## src/rtl/riscv_lsu_pkg.sv

```systemverilog
// Shared size codes and FSM state type for the load-store unit.
package riscv_lsu_pkg;

  localparam logic [2:0] LDST_B  = 3'd0;
  localparam logic [2:0] LDST_H  = 3'd1;
  localparam logic [2:0] LDST_W  = 3'd2;
  localparam logic [2:0] LDST_BU = 3'd4;
  localparam logic [2:0] LDST_HU = 3'd5;

  typedef enum logic {
    IDLE,
    BUSY
  } lsu_state_t;

endpackage

```

## src/rtl/riscv_lsu_if.sv

```systemverilog
// Word-addressed, byte-enabled data memory bus with a ready handshake.
interface riscv_lsu_if;

  logic        req;
  logic        we;
  logic [3:0]  be;
  logic [31:0] addr;
  logic [31:0] wd;
  logic [31:0] rd;
  logic        ready;

  modport master (output req, we, be, addr, wd, input rd, ready);
  modport slave  (input req, we, be, addr, wd, output rd, ready);

endinterface

```

## src/rtl/riscv_lsu_load_extend.sv

```systemverilog
// Load realignment: picks the addressed byte/halfword from a bus word and extends it.
module lsu_load_extend
  import riscv_lsu_pkg::*;
(
  input  logic [31:0] rd_i,
  input  logic [2:0]  size_i,
  input  logic [1:0]  off_i,
  output logic [31:0] rd_o
);

  logic [7:0]  byte_sel;
  logic [15:0] half_sel;

  always_comb begin
    byte_sel = rd_i[7:0];
    unique case (off_i)
      2'd0: byte_sel = rd_i[7:0];
      2'd1: byte_sel = rd_i[15:8];
      2'd2: byte_sel = rd_i[23:16];
      2'd3: byte_sel = rd_i[31:24];
    endcase
    half_sel = off_i[1] ? rd_i[31:16] : rd_i[15:0];
  end

  always_comb begin
    rd_o = rd_i;
    case (size_i)
      LDST_B:  rd_o = {{24{byte_sel[7]}}, byte_sel};
      LDST_BU: rd_o = {24'h0, byte_sel};
      LDST_H:  rd_o = {{16{half_sel[15]}}, half_sel};
      LDST_HU: rd_o = {16'h0, half_sel};
      default: rd_o = rd_i;
    endcase
  end

endmodule

```

## src/rtl/riscv_lsu.sv

```systemverilog
// Load-store unit: core data port to byte-enabled memory bus, stalling the core until ready.
// Define RISCV_LSU_MISALIGN_TRAP_EN to flag misaligned H/HU/W accesses instead of forcing alignment.
module riscv_lsu
  import riscv_lsu_pkg::*;
(
  input  logic        clk_i,
  input  logic        rst_i,
  input  logic        core_req_i,
  input  logic        core_we_i,
  input  logic [2:0]  core_size_i,
  input  logic [31:0] core_addr_i,
  input  logic [31:0] core_wd_i,
  output logic [31:0] core_rd_o,
  output logic        core_stall_o,
  output logic        misaligned_o,
  riscv_lsu_if.master mem
);

  lsu_state_t  state_q, state_d;
  logic [2:0]  size_q, size_d;
  logic [1:0]  off_q, off_d;
  logic        req;

`ifdef RISCV_LSU_MISALIGN_TRAP_EN
  assign misaligned_o = core_req_i &
                        ((((core_size_i == LDST_H) | (core_size_i == LDST_HU)) & core_addr_i[0]) |
                         ((core_size_i == LDST_W) & (core_addr_i[1:0] != 2'b00)));
`else
  assign misaligned_o = 1'b0;
`endif

  assign req          = core_req_i & ~misaligned_o;
  assign core_stall_o = req & ~((state_q == BUSY) & mem.ready);

  assign mem.req  = req;
  assign mem.we   = core_we_i & req;
  assign mem.addr = {core_addr_i[31:2], 2'b00};

  // Halfword lanes come from addr[1] alone, so an odd H address falls back to its aligned halfword.
  always_comb begin
    mem.be = 4'b1111;
    mem.wd = core_wd_i;
    case (core_size_i)
      LDST_B: begin
        mem.be = 4'b0001 << core_addr_i[1:0];
        mem.wd = {4{core_wd_i[7:0]}};
      end
      LDST_H: begin
        mem.be = core_addr_i[1] ? 4'b1100 : 4'b0011;
        mem.wd = {2{core_wd_i[15:0]}};
      end
      default: begin
        mem.be = 4'b1111;
        mem.wd = core_wd_i;
      end
    endcase
  end

  always_comb begin
    state_d = state_q;
    size_d  = size_q;
    off_d   = off_q;
    unique case (state_q)
      IDLE: begin
        if (req) begin
          state_d = BUSY;
          size_d  = core_size_i;
          off_d   = core_addr_i[1:0];
        end
      end
      BUSY: begin
        if (!core_req_i || mem.ready) state_d = IDLE;
      end
    endcase
  end

  always_ff @(posedge clk_i) begin
    if (rst_i) begin
      state_q <= IDLE;
      size_q  <= '0;
      off_q   <= '0;
    end else begin
      state_q <= state_d;
      size_q  <= size_d;
      off_q   <= off_d;
    end
  end

  lsu_load_extend u_load_extend (
    .rd_i   (mem.rd),
    .size_i (size_q),
    .off_i  (off_q),
    .rd_o   (core_rd_o)
  );

endmodule

```

## src/flat_wrapper.sv

```systemverilog
// flat-port wrapper written by rule: the top's interface ports become plain ports
module riscv_lsu_flat import riscv_lsu_pkg::*;
  (clk_i, rst_i, core_req_i, core_we_i, core_size_i, core_addr_i, core_wd_i, core_rd_o, core_stall_o, misaligned_o, mem_req, mem_we, mem_be, mem_addr, mem_wd, mem_rd, mem_ready);
  riscv_lsu_if mem_i ();
  input  logic clk_i;
  input  logic rst_i;
  input  logic core_req_i;
  input  logic core_we_i;
  input  logic [2:0] core_size_i;
  input  logic [31:0] core_addr_i;
  input  logic [31:0] core_wd_i;
  output logic [31:0] core_rd_o;
  output logic core_stall_o;
  output logic misaligned_o;
  output wire logic [$bits(mem_i.req)-1:0] mem_req;
  output wire logic [$bits(mem_i.we)-1:0] mem_we;
  output wire logic [$bits(mem_i.be)-1:0] mem_be;
  output wire logic [$bits(mem_i.addr)-1:0] mem_addr;
  output wire logic [$bits(mem_i.wd)-1:0] mem_wd;
  input wire logic [$bits(mem_i.rd)-1:0] mem_rd;
  input wire logic [$bits(mem_i.ready)-1:0] mem_ready;
  assign mem_req = mem_i.req;
  assign mem_we = mem_i.we;
  assign mem_be = mem_i.be;
  assign mem_addr = mem_i.addr;
  assign mem_wd = mem_i.wd;
  assign mem_i.rd = mem_rd;
  assign mem_i.ready = mem_ready;
  riscv_lsu u_core (.clk_i(clk_i), .rst_i(rst_i), .core_req_i(core_req_i), .core_we_i(core_we_i), .core_size_i(core_size_i), .core_addr_i(core_addr_i), .core_wd_i(core_wd_i), .core_rd_o(core_rd_o), .core_stall_o(core_stall_o), .misaligned_o(misaligned_o), .mem(mem_i));
endmodule
```

## config.mk

```make
export PLATFORM = sky130hd
export DESIGN_NAME = riscv_lsu_flat
export DESIGN_NICKNAME = d
export VERILOG_FILES = /design/src/rtl/riscv_lsu_pkg.sv /design/src/rtl/riscv_lsu_if.sv /design/src/rtl/riscv_lsu_load_extend.sv /design/src/rtl/riscv_lsu.sv /design/src/flat_wrapper.sv
export SDC_FILE = /design/constraint.sdc
export NUM_CORES = 1
export LEC_CHECK = 0
export CORE_MARGIN = 3
export CORE_UTILIZATION = 27
export DETAILED_ROUTE_END_ITERATION = 16
export PLACE_DENSITY = 0.81
export SLEW_MARGIN = 10
export SYNTH_ARGS = -nofsm -noshare
export SYNTH_HDL_FRONTEND = slang
export SYNTH_SLANG_ARGS = --single-unit
```

## constraint.sdc

```tcl
create_clock -name clk_i -period 1.5 [get_ports clk_i]
set_input_delay 0.3 -clock clk_i [delete_from_list [all_inputs] [get_ports clk_i]]
set_output_delay 0.3 -clock clk_i [all_outputs]
set_load 0.1 [all_outputs]
```

Word-level counts from Yosys, hierarchy flattened
Index checks and enable logic that the tools add are counted.
{ "word_totals": {"output_inout_bits": 104, "reg_bits": 6, "word_cells": 31, "inputBits": 104} }
{ "op_classes": {"shifts": 1, "bitwise_logic": 5, "eq_ne": 7, "muxes": 9, "n_reduce_logical": 6} }
{ "op_table": {"columns": ["op", "count"], "rows": [
  ["32-bit one-hot mux with 4 select lines", 1],
  ["32-bit one-hot mux with 2 select lines", 1],
  ["8-bit one-hot mux with 4 select lines", 1],
  ["16-bit two-way mux", 1],
  ["4-bit one-hot mux with 2 select lines", 1],
  ["3-bit by 1-bit equality test with 1-bit output (second input constant)", 2],
  ["3-bit equality test (second input constant)", 2],
  ["3-bit zero test", 2],
  ["2-bit equality test (second input constant)", 2],
  ["4-bit two-way mux", 1],
  ["1-bit by 2-bit << shifter with 4-bit output (first input constant)", 1],
  ["1-bit bitwise AND", 3],
  ["2-bit by 1-bit equality test with 1-bit output (second input constant)", 1],
  ["2-bit zero test", 1],
  ["1-bit two-way mux", 2],
  ["1-bit inverter", 2],
  ["1-bit one-hot mux with 2 select lines", 1],
  ["2-bit AND reduction", 1],
  ["1-bit zero test", 1],
  ["1-bit logical OR", 1]
]} }

Longest topological paths before layout
{ "logic_depth": {"ltp_word": 4, "depth_mapped": 5, "ltp_nobuf": 3} }

By module
From an unflattened synthesis, not the netlist that was laid out.
{ "hier_totals": {"hier_cells": 227, "area_unflattened_um2": 1614.0} }
{ "by_module_without_submodules": {"columns": ["module", "n_inst", "area_per_inst_um2", "seq_area_each_um2", "cells_per_inst"], "rows": [
  ["riscv_lsu", 1, 945.9, 120.1, 116],
  ["lsu_load_extend", 1, 668.1, 0.0, 111]
]} }

Worst setup path before layout
No wires, ideal clock.
{ "synth_timing": {"path_kind": "register -> output", "start": "register u_core.off_q[1]", "end": "output core_rd_o[10]", "arrival_time_ps": 2886, "t_required_ps": 1200, "stages_incl_launch_ff": 5, "path_slack_ps": -1686, "path_buffers": 1, "path_cell_list": "dfxtp_1 > buf_6 > mux2_4 > a22oi_4 > o21ai_0"} }
{ "synth_between": {"elab_chain_len": 3} }
{ "synth_rtl": {"columns": ["element", "line_no", "rtl"], "rows": [
  ["start, declared", "riscv_lsu.sv:21", "logic [1:0] off_q, off_d;"],
  ["start signal, assigned", "riscv_lsu.sv:81", "off_q <= '0;"],
  ["start signal, assigned", "riscv_lsu.sv:85", "off_q <= off_d;"],
  ["2-bit equality test, or another cell as far along", "riscv_lsu_load_extend.sv:16", "unique case (off_i)"],
  ["8-bit one-hot mux with 4 select lines", "riscv_lsu_load_extend.sv:16", null],
  ["32-bit one-hot mux with 4 select lines (*)", "riscv_lsu_load_extend.sv:27", "case (size_i)"],
  ["end, declared", "flat_wrapper.sv:12", "output logic [31:0] core_rd_o;"]
]} }
Mark *: on every way between the ends. The rest lies on a longest branch, timed or not.

Worst setup path after layout
{ "layout_timing": {"start": "register u_core.off_q[1]", "end": "output core_rd_o[26]"} }
Same word-level chain as after synthesis.

==> results.ini <==
[status]
status = finished with violations
violations = setup timing

[synthesis]
ys_ff_latch = 6
netlist_area_um2 = 1740
postSynthCellCount = 234
ys_top_cells_by_area = buf_4 (19%), mux2_2 (11%), mux2i_1 (7.5%)
synth_top_flop_cell = dfxtp_1
yosysUniqueCellTypes = 36
synth-edff-count = 0
ys_warn_count = 0
yosysSeqAreaShare = 0.0692
synth_top_area_frac = 0.195
syn_area_per_cell_um2 = 7.42
async_flop_share = 0
synth_top_cell_by_area = buf_4

[setup_path]
rr_endpoint = u_core.size_q[1]
start_kind = flip-flop
cp-end-kind = output pin
endpoint = core_rd_o[26]
r2r_slack_ns = 0.50
worstPathRequired_ns = 1.20
crit_start = u_core.off_q[1]
worstPathArrival_ns = 1.67
r2r-start = u_core.state_q
path_max_fanout = 6
r2r_cells = 4
crit_type = reg -> out

[pwr]
power_uw = 4280
ir_worst_vdd_mv = 0.764
p_leak_uw = 0.00226
p_per_area_nw_per_um2 = 843

[route]
drt_iter0_markers = 90
dr.pass1.iters = 6
route.detailed.drc = 0
routed_wl_um = 10100
vias_per_cell = 5.22
drtAntennaViolNets = 0
route.detailed.wl_per_inst_um = 21.5
vias = 2460

[clock_tree]
cts_buffer_depth = 2
cts_tree = done
clock_latency_ns = 0.22
postCtsHoldBufs = 0
htreeDepth = 1
cts.clk_slew.worst_paths_ns = 0.04
cts_made_buffers = 3
cts.sinks = 6
clockRootBuffer = clkbuf_8

[final_layout]
nNetsFinal = 502
fill_cells = 278
n_antenna_cell = 0
area_growth_pct = 193
final_core_util = 0.839
drive_gt1_frac = 0.641
stdcell_area_um2 = 5080

[timing]
fin_crit_sh = 1.32
slew_viol_final = 0
fmaxAchievable_mhz = 506
worst_slack_ns = -0.475
finalHoldViolCount = 0
finalSetupViolations = 55
whs_ns = 0.453
fin_skew_ns = 0.00332
rsz0062_at_grt = true
min_period_ns = 1.97

[placement]
dp_hpwl_um = 7640
port_buffers = 144
place_area_um2 = 4650
place_congestion = 0.955

[floorplanning]
row_count = 28
ios = 208
die_x_um = 86.2
dieArea_um2 = 7430
die_h_um = 86.2
core_um2 = 6060
floorplan.initialDensity = 0.286

[global_routing]
grt_max_degree = 18
antenna_found_initial = 0
grt_pass1_wl_um = 14700
grt_pass1_vias = 2741
grt-ovfl-total = 0
grt_util_all_layers = 0.254

[job]
drv_cap = 0

[min_path]
hold_class = in -> reg

[final cells by class]
type,instances,area (um^2),share of cell area
Clock buffer,3,41.3,0.00812
Inverter,3,11.3,0.00222
Multi-Input combinational cell,170,1920,0.378
Sequential cell,6,130,0.0256
Tap cell,75,93.8,0.0185
Timing Repair Buffer,214,2880,0.567
[logic make-up after synthesis]
kind of cell / after synthesis / synth area share
AND/OR/NAND/NOR: 97 / 0.306
buffers and inverters: 60 / 0.252
AO/OA/AOI/OAI: 39 / 0.177
multiplexers: 31 / 0.194
flip-flops: 6 / 0.0692
other: 1 / 0.00216
[sequential cells by signal, summed over array words and instances (netlist names)]
| name | cells |
|---|---|
| u_core.size_q | 3 |
| u_core.state_q | 1 |
| u_core.off_q | 2 |
[placed cells by master (no fill, tap or decap), types with 6 or more instances in the layout]
master and instances:
buf_12 81, dlymetal6s2s_1 7, nand2_1 25, o221a_4 7, nand3_4 16, buf_6 18, nand3b_1 7, nor2_4 9
a21oi_4 9, o21ai_4 6, mux2_4 18, nor2_1 7, clkdlybuf4s50_1 42, dlygate4sd2_1 20, buf_4 40, and2_1 8
a222oi_1 7
[synthesized netlist by cell type, types with 6 or more instances]
cell / number
nor2_1: 17
buf_4: 45
mux2_2: 17
a21oi_1: 9
nand2_1: 25
dfxtp_1: 6
mux2i_1: 13
a222oi_1: 7
and2_1: 8
o221a_2: 7
o21ai_0: 10
nand3_1: 17
nor2b_1: 11
nand3b_1: 7
[how the worst min path moves through the flow]
stage | from | to | slack, ns | depth (start not counted)
finish | core_size_i[1] | u_core.size_q[1] | 0.45 | 4
detailed placement | u_core.size_q[0] | u_core.size_q[0] | 0.57 | 2
global placement | u_core.size_q[0] | u_core.size_q[0] | 0.55 | 2
CTS | core_size_i[2] | u_core.size_q[2] | 0.44 | 4
global route | core_size_i[1] | u_core.size_q[1] | 0.47 | 4
floorplan | rst_i | u_core.off_q[1] | 0.36 | 1
[report_power, final]
group	switching (uW)	internal, uW
logic	2340	1510
clock network	68.0	172
registers	20.5	170
[worst max-delay path, stage by stage, from the launching register on]
cell	delay (ns)
dfxtp_4	0.35
buf_6	0.12
mux2_4	0.34
o211ai_4	0.18
buf_12	0.20
nand3_4	0.08
buf_12	0.17
[through the flow]
stage	TNS, ns	setup WS, ns	cells
3_3_place_gp	-26.86	-0.512	455
3_5_place_dp	-29.08	-0.565	455
5_1_grt	-16.91	-0.517	471
2_1_floorplan	-10.36	-0.635	236
6_report	-14.87	-0.475	471
4_1_cts	-14.83	-0.473	468
[layer usage]
metal  vias to the layer above  track usage  wire (um)
li1                       1108            -          -
met1                      1166        0.245       3250
met2                       157        0.507       5710
met3                        29       0.0580        843
met4                         0        0.108        319
met5                         -            0          0
[timing repair]
item | CTS | global route
gates resized for setup | 96 | 21
cloned | 1 | 0
setup buffers | 9 | 5
pin swaps | 16 | 9
endpoints found under the setup margin | 64 | 60
(Power assumes the default switching activity.)
